<file path="config.mk">
export PLATFORM = sky130hd
export DESIGN_NAME = adc_tlc549_bcd
export DESIGN_NICKNAME = d
export VERILOG_FILES = /design/src/rtl/adc_tlc549_bcd.sv
export SDC_FILE = /design/constraint.sdc
export NUM_CORES = 1
export LEC_CHECK = 0
export BUFFER_PORTS_ARGS = -buffer_cell sky130_fd_sc_hd__buf_2
export CAP_MARGIN = 20
export CELL_PAD_IN_SITES_DETAIL_PLACEMENT = 0
export CELL_PAD_IN_SITES_GLOBAL_PLACEMENT = 1
export CORE_MARGIN = 5
export CORE_UTILIZATION = 30
export CTS_BUF_LIST = sky130_fd_sc_hd__clkbuf_4 sky130_fd_sc_hd__clkbuf_8
export CTS_CLUSTER_DIAMETER = 120
export CTS_CLUSTER_SIZE = 14
export DETAILED_ROUTE_END_ITERATION = 7
export PLACE_DENSITY = 0.61
export SYNTH_ARGS = -nofsm -noshare
export SYNTH_HDL_FRONTEND = slang
export SYNTH_SLANG_ARGS = --single-unit
</file>
<file path="constraint.sdc">
create_clock -name clk -period 9.75 [get_ports clk]
set_clock_uncertainty 0.1 [all_clocks]
set_input_delay 0.4875 -clock clk [delete_from_list [all_inputs] [get_ports clk]]
set_output_delay 0.4875 -clock clk [all_outputs]
set_load 0.005 [all_outputs]
</file>
<file path="src/rtl/adc_tlc549_bcd.sv">
// adc_tlc549_bcd: periodically reads a TLC549-style 8-bit serial ADC, scales the
// sample to millivolts against VREF_MV and converts it to BCD with a sequential
// double-dabble. The display word is {raw hex (2 digits), mV BCD (4 digits)}.
// The first frame after reset is discarded because the device returns the result
// of the previous (unknown) conversion.
module adc_tlc549_bcd #(
  parameter int CLK_HALF      = 25,
  parameter int CS_SETUP      = 75,
  parameter int CONV_WAIT     = 1000,
  parameter int SAMPLE_PERIOD = 5_000_000,
  parameter int VREF_MV       = 5000
) (
  input  logic        clk,
  input  logic        rst_n,
  input  logic        adc_dout,
  output logic        adc_cs_n,
  output logic        adc_clk,
  output logic [23:0] data,
  output logic        data_valid
);

  localparam int TW   = (SAMPLE_PERIOD > 2) ? $clog2(SAMPLE_PERIOD) : 1;
  localparam int WMAX = (CONV_WAIT > CS_SETUP)
                        ? ((CONV_WAIT > CLK_HALF) ? CONV_WAIT : CLK_HALF)
                        : ((CS_SETUP > CLK_HALF) ? CS_SETUP : CLK_HALF);
  localparam int WW   = $clog2(WMAX + 1);

  localparam logic [TW-1:0] TIMER_LAST = TW'(SAMPLE_PERIOD - 1);
  localparam logic [WW-1:0] SETUP_LAST = WW'(CS_SETUP - 1);
  localparam logic [WW-1:0] HALF_LAST  = WW'(CLK_HALF - 1);
  localparam logic [WW-1:0] CONV_LAST  = WW'(CONV_WAIT - 1);

  typedef enum logic [2:0] {
    S_IDLE  = 3'd0,
    S_SETUP = 3'd1,
    S_SHIFT = 3'd2,
    S_CONV  = 3'd3,
    S_CALC  = 3'd4,
    S_BCD   = 3'd5,
    S_DONE  = 3'd6
  } state_t;

  // Add 3 to every BCD nibble that is 5 or more (double-dabble correction).
  function automatic logic [15:0] bcd_adjust(input logic [15:0] b);
    logic [15:0] r;
    r = b;
    for (int i = 0; i < 4; i++) begin
      if (r[4*i +: 4] >= 4'd5) begin
        r[4*i +: 4] = r[4*i +: 4] + 4'd3;
      end else begin
        r[4*i +: 4] = r[4*i +: 4];
      end
    end
    return r;
  endfunction

  state_t        state_r, state_nxt_s;
  logic [TW-1:0] timer_r;
  logic          tick_r;
  logic [WW-1:0] cnt_r, cnt_nxt_s;
  logic [2:0]    bit_r, bit_nxt_s;
  logic [7:0]    shift_r, shift_nxt_s;
  logic [7:0]    raw_r, raw_nxt_s;
  logic [13:0]   mv_r, mv_nxt_s;
  logic [15:0]   bcd_r, bcd_nxt_s;
  logic [3:0]    bcnt_r, bcnt_nxt_s;
  logic          first_done_r, first_nxt_s;
  logic          cs_n_r, cs_n_nxt_s;
  logic          aclk_r, aclk_nxt_s;
  logic [23:0]   data_r, data_nxt_s;
  logic          valid_r, valid_nxt_s;

  logic [20:0]   prod_s;
  logic [13:0]   mv_calc_s;
  logic [15:0]   bcd_adj_s;

  assign prod_s    = 21'(raw_r) * 21'(VREF_MV);
  assign mv_calc_s = 14'(prod_s >> 8);
  assign bcd_adj_s = bcd_adjust(bcd_r);

  assign adc_cs_n   = cs_n_r;
  assign adc_clk    = aclk_r;
  assign data       = data_r;
  assign data_valid = valid_r;

  // Free-running sample period timer; tick pulses for one cycle after each wrap.
  always_ff @(posedge clk or negedge rst_n) begin
    if (!rst_n) begin
      timer_r <= '0;
      tick_r  <= 1'b0;
    end else if (timer_r == TIMER_LAST) begin
      timer_r <= '0;
      tick_r  <= 1'b1;
    end else begin
      timer_r <= timer_r + 1'b1;
      tick_r  <= 1'b0;
    end
  end

  // State and datapath registers, all updated from the next-state logic below.
  always_ff @(posedge clk or negedge rst_n) begin
    if (!rst_n) begin
      state_r      <= S_IDLE;
      cnt_r        <= '0;
      bit_r        <= 3'd0;
      shift_r      <= 8'h00;
      raw_r        <= 8'h00;
      mv_r         <= 14'd0;
      bcd_r        <= 16'h0000;
      bcnt_r       <= 4'd0;
      first_done_r <= 1'b0;
      cs_n_r       <= 1'b1;
      aclk_r       <= 1'b0;
      data_r       <= 24'h000000;
      valid_r      <= 1'b0;
    end else begin
      state_r      <= state_nxt_s;
      cnt_r        <= cnt_nxt_s;
      bit_r        <= bit_nxt_s;
      shift_r      <= shift_nxt_s;
      raw_r        <= raw_nxt_s;
      mv_r         <= mv_nxt_s;
      bcd_r        <= bcd_nxt_s;
      bcnt_r       <= bcnt_nxt_s;
      first_done_r <= first_nxt_s;
      cs_n_r       <= cs_n_nxt_s;
      aclk_r       <= aclk_nxt_s;
      data_r       <= data_nxt_s;
      valid_r      <= valid_nxt_s;
    end
  end

  // Frame sequencing, serial capture, scaling and BCD conversion next-state logic.
  always_comb begin
    state_nxt_s = state_r;
    cnt_nxt_s   = cnt_r;
    bit_nxt_s   = bit_r;
    shift_nxt_s = shift_r;
    raw_nxt_s   = raw_r;
    mv_nxt_s    = mv_r;
    bcd_nxt_s   = bcd_r;
    bcnt_nxt_s  = bcnt_r;
    first_nxt_s = first_done_r;
    cs_n_nxt_s  = cs_n_r;
    aclk_nxt_s  = aclk_r;
    data_nxt_s  = data_r;
    valid_nxt_s = 1'b0;

    case (state_r)
      S_IDLE: begin
        aclk_nxt_s = 1'b0;
        if (tick_r) begin
          cs_n_nxt_s  = 1'b0;
          cnt_nxt_s   = '0;
          state_nxt_s = S_SETUP;
        end else begin
          cs_n_nxt_s  = 1'b1;
          state_nxt_s = S_IDLE;
        end
      end

      S_SETUP: begin
        if (cnt_r == SETUP_LAST) begin
          cnt_nxt_s   = '0;
          bit_nxt_s   = 3'd0;
          state_nxt_s = S_SHIFT;
        end else begin
          cnt_nxt_s   = cnt_r + 1'b1;
        end
      end

      S_SHIFT: begin
        if (cnt_r == HALF_LAST) begin
          cnt_nxt_s = '0;
          if (!aclk_r) begin
            // Rising edge of the I/O clock: capture the bit the ADC is presenting.
            aclk_nxt_s  = 1'b1;
            shift_nxt_s = {shift_r[6:0], adc_dout};
          end else begin
            aclk_nxt_s = 1'b0;
            if (bit_r == 3'd7) begin
              cs_n_nxt_s  = 1'b1;
              raw_nxt_s   = shift_r;
              state_nxt_s = S_CONV;
            end else begin
              bit_nxt_s = bit_r + 3'd1;
            end
          end
        end else begin
          cnt_nxt_s = cnt_r + 1'b1;
        end
      end

      S_CONV: begin
        if (cnt_r == CONV_LAST) begin
          cnt_nxt_s = '0;
          if (!first_done_r) begin
            first_nxt_s = 1'b1;
            state_nxt_s = S_IDLE;
          end else begin
            state_nxt_s = S_CALC;
          end
        end else begin
          cnt_nxt_s = cnt_r + 1'b1;
        end
      end

      S_CALC: begin
        mv_nxt_s    = mv_calc_s;
        bcd_nxt_s   = 16'h0000;
        bcnt_nxt_s  = 4'd0;
        state_nxt_s = S_BCD;
      end

      S_BCD: begin
        bcd_nxt_s = {bcd_adj_s[14:0], mv_r[13]};
        mv_nxt_s  = {mv_r[12:0], 1'b0};
        if (bcnt_r == 4'd13) begin
          data_nxt_s  = {raw_r, bcd_adj_s[14:0], mv_r[13]};
          valid_nxt_s = 1'b1;
          state_nxt_s = S_DONE;
        end else begin
          bcnt_nxt_s = bcnt_r + 4'd1;
        end
      end

      S_DONE: begin
        state_nxt_s = S_IDLE;
      end

      default: begin
        cs_n_nxt_s  = 1'b1;
        aclk_nxt_s  = 1'b0;
        state_nxt_s = S_IDLE;
      end
    endcase
  end

endmodule

</file>
==> reports/results.ini <==
[synth]
synth_ff_type = dfrtp_1
syn_area_sq_um = 6654
yosysUniqueCellTypes = 62
post_synth.cell_area_avg_sq_um = 10.04
async_flop_share_pct = 100.0
synth_cells = 663
synth_edf_count = 0
ys_ff_latch = 118
yosys_warnings = 0
yosysSeqAreaShare_pct = 44.40
syn_nets = 732

[timing]
finalHoldViolations = 0
slew_headroom_pct = 40.14
period_share_pct = 41.38
worstMarginPinSlew_ns = 0.8979
max_freq_mhz = 247.9
rsz0062_at_grt = no
maxSlewViolCount = 0
fin_setup_tns_ns = 0
period_needed_ns = 4.034
setup_viol = 0
hold_slack_ns = 0.1572

[grt]
grt_usage_pct = 11.34
grt_pass1_wl_mm = 23.98
antenna_found_initial = 0
grt_pass1_vias = 4851
grt_max_degree = 71
grt_overflow_total = 0

[finish]
mostFrequentLayoutCells = dfrtp_1 (117), nand2_1 (80), ha_1 (54)
final_common_cell = dfrtp_1
n_antenna_cell = 0
stdcell_area_sq_um = 7517
nets = 764
syn2layout_area_growth_pct = 12.97
fin_cells = 988
drive_gt1_share_pct = 12.99

[worst_setup_path]
endpoint_kind = register
rr_worst_depth = 13
slowest_stage = fa_1
crit_path_frequent_cell = fa_1
cp.buffers_inverters = 2
crit_type = register to register
critPathRequiredTime_ns = 9.97
max_stage_delay_ns = 0.54
reg2reg_from = raw_r[2]$_DFFE_PN0P_
r2r-end = mv_r[11]$_DFFE_PN0N_
r2r_slack_ns = 5.72
path_delay_family = adder cells
cp_cell_sequence = ha_1 -> ha_1 -> inv_1 -> fa_1 -> fa_1 -> inv_1 -> fa_1 -> a21o_1 -> a211oi_1 -> o21bai_1 -> a31oi_1 -> xor2_1 -> o21ai_1
path_max_fanout = 6
cp.arrival_ns = 4.26
setup.worst_path.start_class = register

[die]
core_area_sq_um = 21820
die-area_sq_um = 25260
start_util_pct = 30.49
die_w_microns = 158.9
num_io_pins = 30
die_h_microns = 158.9
rows = 54

[placed_design]
port_buffers = 29
dp.cells = 955
dp_hpwl_mm = 9.577
dpl_cell_area_sq_um = 7096
gp_congestion = 0.7872

[power_and_ir_drop]
ir_drop_mv = 0.06492
finalPower_w = 0.0009684
p_leak_nw = 3.745
p_per_area_nw_per_um2 = 128.8

[clock_network]
cts_buffer_depth = 2
tritoncts = done
htreeDepth = 4
numCtsBuffers = 17
root_buffer = clkbuf_8
cts_sinks = 118
clk_latency_ns = 0.45
clk_pin_slew_ns = 0.07

[status]
status = complete, no violations

[drt]
drc_errors = 0
firstDrtPassIters = 4
num_vias = 4799
routedWlPerCell_microns = 13.73
wl_mm = 13.57
drtIter0Drc = 167
drtAntennaViolNets = 0
vias_per_cell = 4.857

[hold_path]
hold_path_startpoint = adc_dout
hold_class = input pin to register
holdPathEnd = shift_r[0]$_DFFE_PN0P_
worstHoldPathCells = 2

[flow_run]
cap_violations = 0

==> registers in the layout, indices dropped and copies added (netlist names), 3 cells and up <==
register	flops
timer_r	23
state_r	3
shift_r	8
data	24
bcnt_r	4
bit_r	3
cnt_r	10
mv_r	14
raw_r	8
bcd_r	16
==> how the worst max path moves through the flow <==
stage | slack, ns | cells after the start | to | start
2_1_floorplan | 5.98 | 13 | mv_r[11]$_DFFE_PN0N_ | raw_r[2]$_DFFE_PN0P_
3_3_place_gp | 5.76 | 13 | mv_r[11]$_DFFE_PN0N_ | raw_r[2]$_DFFE_PN0P_
3_5_place_dp | 5.76 | 13 | mv_r[11]$_DFFE_PN0N_ | raw_r[2]$_DFFE_PN0P_
4_1_cts | 5.70 | 13 | mv_r[11]$_DFFE_PN0N_ | raw_r[2]$_DFFE_PN0P_
5_1_grt | 5.39 | 13 | mv_r[11]$_DFFE_PN0N_ | raw_r[2]$_DFFE_PN0P_
6_report | 5.72 | 13 | mv_r[11]$_DFFE_PN0N_ | raw_r[2]$_DFFE_PN0P_
==> layout make-up <==
cell class / instances / area (sq um)
well taps: 280 / 350.3
multi-input cells: 484 / 3460
fillers: 2185 / 14310
repair buffers: 35 / 195.2
clock inverters: 12 / 155.1
inverters: 39 / 146.4
flip-flops and latches: 118 / 2954
clock buffers: 20 / 256.5
==> worst reg2reg max path: stages, from the launching register on <==
cell and delay, ns:
dfrtp_1 0.47, ha_1 0.33, ha_1 0.28, inv_1 0.06, fa_1 0.49, fa_1 0.54, inv_1 0.07, fa_1 0.46
a21o_1 0.19, a211oi_1 0.31, o21bai_1 0.18, a31oi_1 0.21, xor2_1 0.16, o21ai_1 0.07
==> what timing repair did <==
| item | in CTS | in global routing |
|---|---|---|
| endpoints found under the hold margin | 47 | 0 |
| hold buffers | 1 | 0 |
| resized for setup | 0 | 0 |
| setup buffers | 0 | 0 |
==> kinds of logic after synthesis <==
logic type,count (synthesis),synth area share [%]
flops,118,44.40
mux,21,3.498
fa+ha+maj,66,13.76
xor+xnor,32,4.212
simple gates,224,17.47
buf+inv,61,3.648
compound gates,141,13.01
==> per-layer routing <==
metal | share of wire, % | up-vias | global-route usage (%) | wire length (microns)
met4 | 1.7 | 0 | 4.575 | 228
met1 | 47 | 2352 | 14.57 | 6403
li1 | - | 2381 | - | -
met2 | 48 | 48 | 18.23 | 6509
met3 | 3.1 | 18 | 2.977 | 426
met5 | 0 | - | 0 | 0
==> synthesized netlist by cell type (8+ instances only) <==
library cell,number,share of area (%)
ha_1,54,10
nand2_1,80,4.5
xor2_1,15,2.0
dfrtp_1,117,44
and3_1,12,1.1
a21o_1,10,1.1
nand2b_1,8,0.75
a31oi_1,11,1.0
nand4_1,8,0.75
nand3_1,25,1.9
nor3_1,9,0.68
clkbuf_1,15,0.85
xnor2_1,17,2.2
nor2_1,40,2.3
o21ai_1,26,2.0
o21ai_0,30,2.3
fa_1,12,3.6
mux2_1,14,2.4
a21oi_1,33,2.5
inv_1,36,2.0
==> through the flow <==
stage               worst slack (ns)  util, %
floorplan                      5.984        -
detailed placement             5.757    32.51
finish                         5.716    34.45
global placement               5.762    32.51
global route                   5.391    34.45
CTS                            5.696    34.45
==> power breakdown <==
group / total, W / leakage (nW) / switching, W / internal (W)
Combinational: 0.0000106 / 1.91 / 0.00000966 / 0.000000909
Sequential: 0.000489 / 1.63 / 0 / 0.000489
Clock: 0.000469 / 0.207 / 0.000208 / 0.000261
No activity file was read; power rests on OpenSTA's default activity.
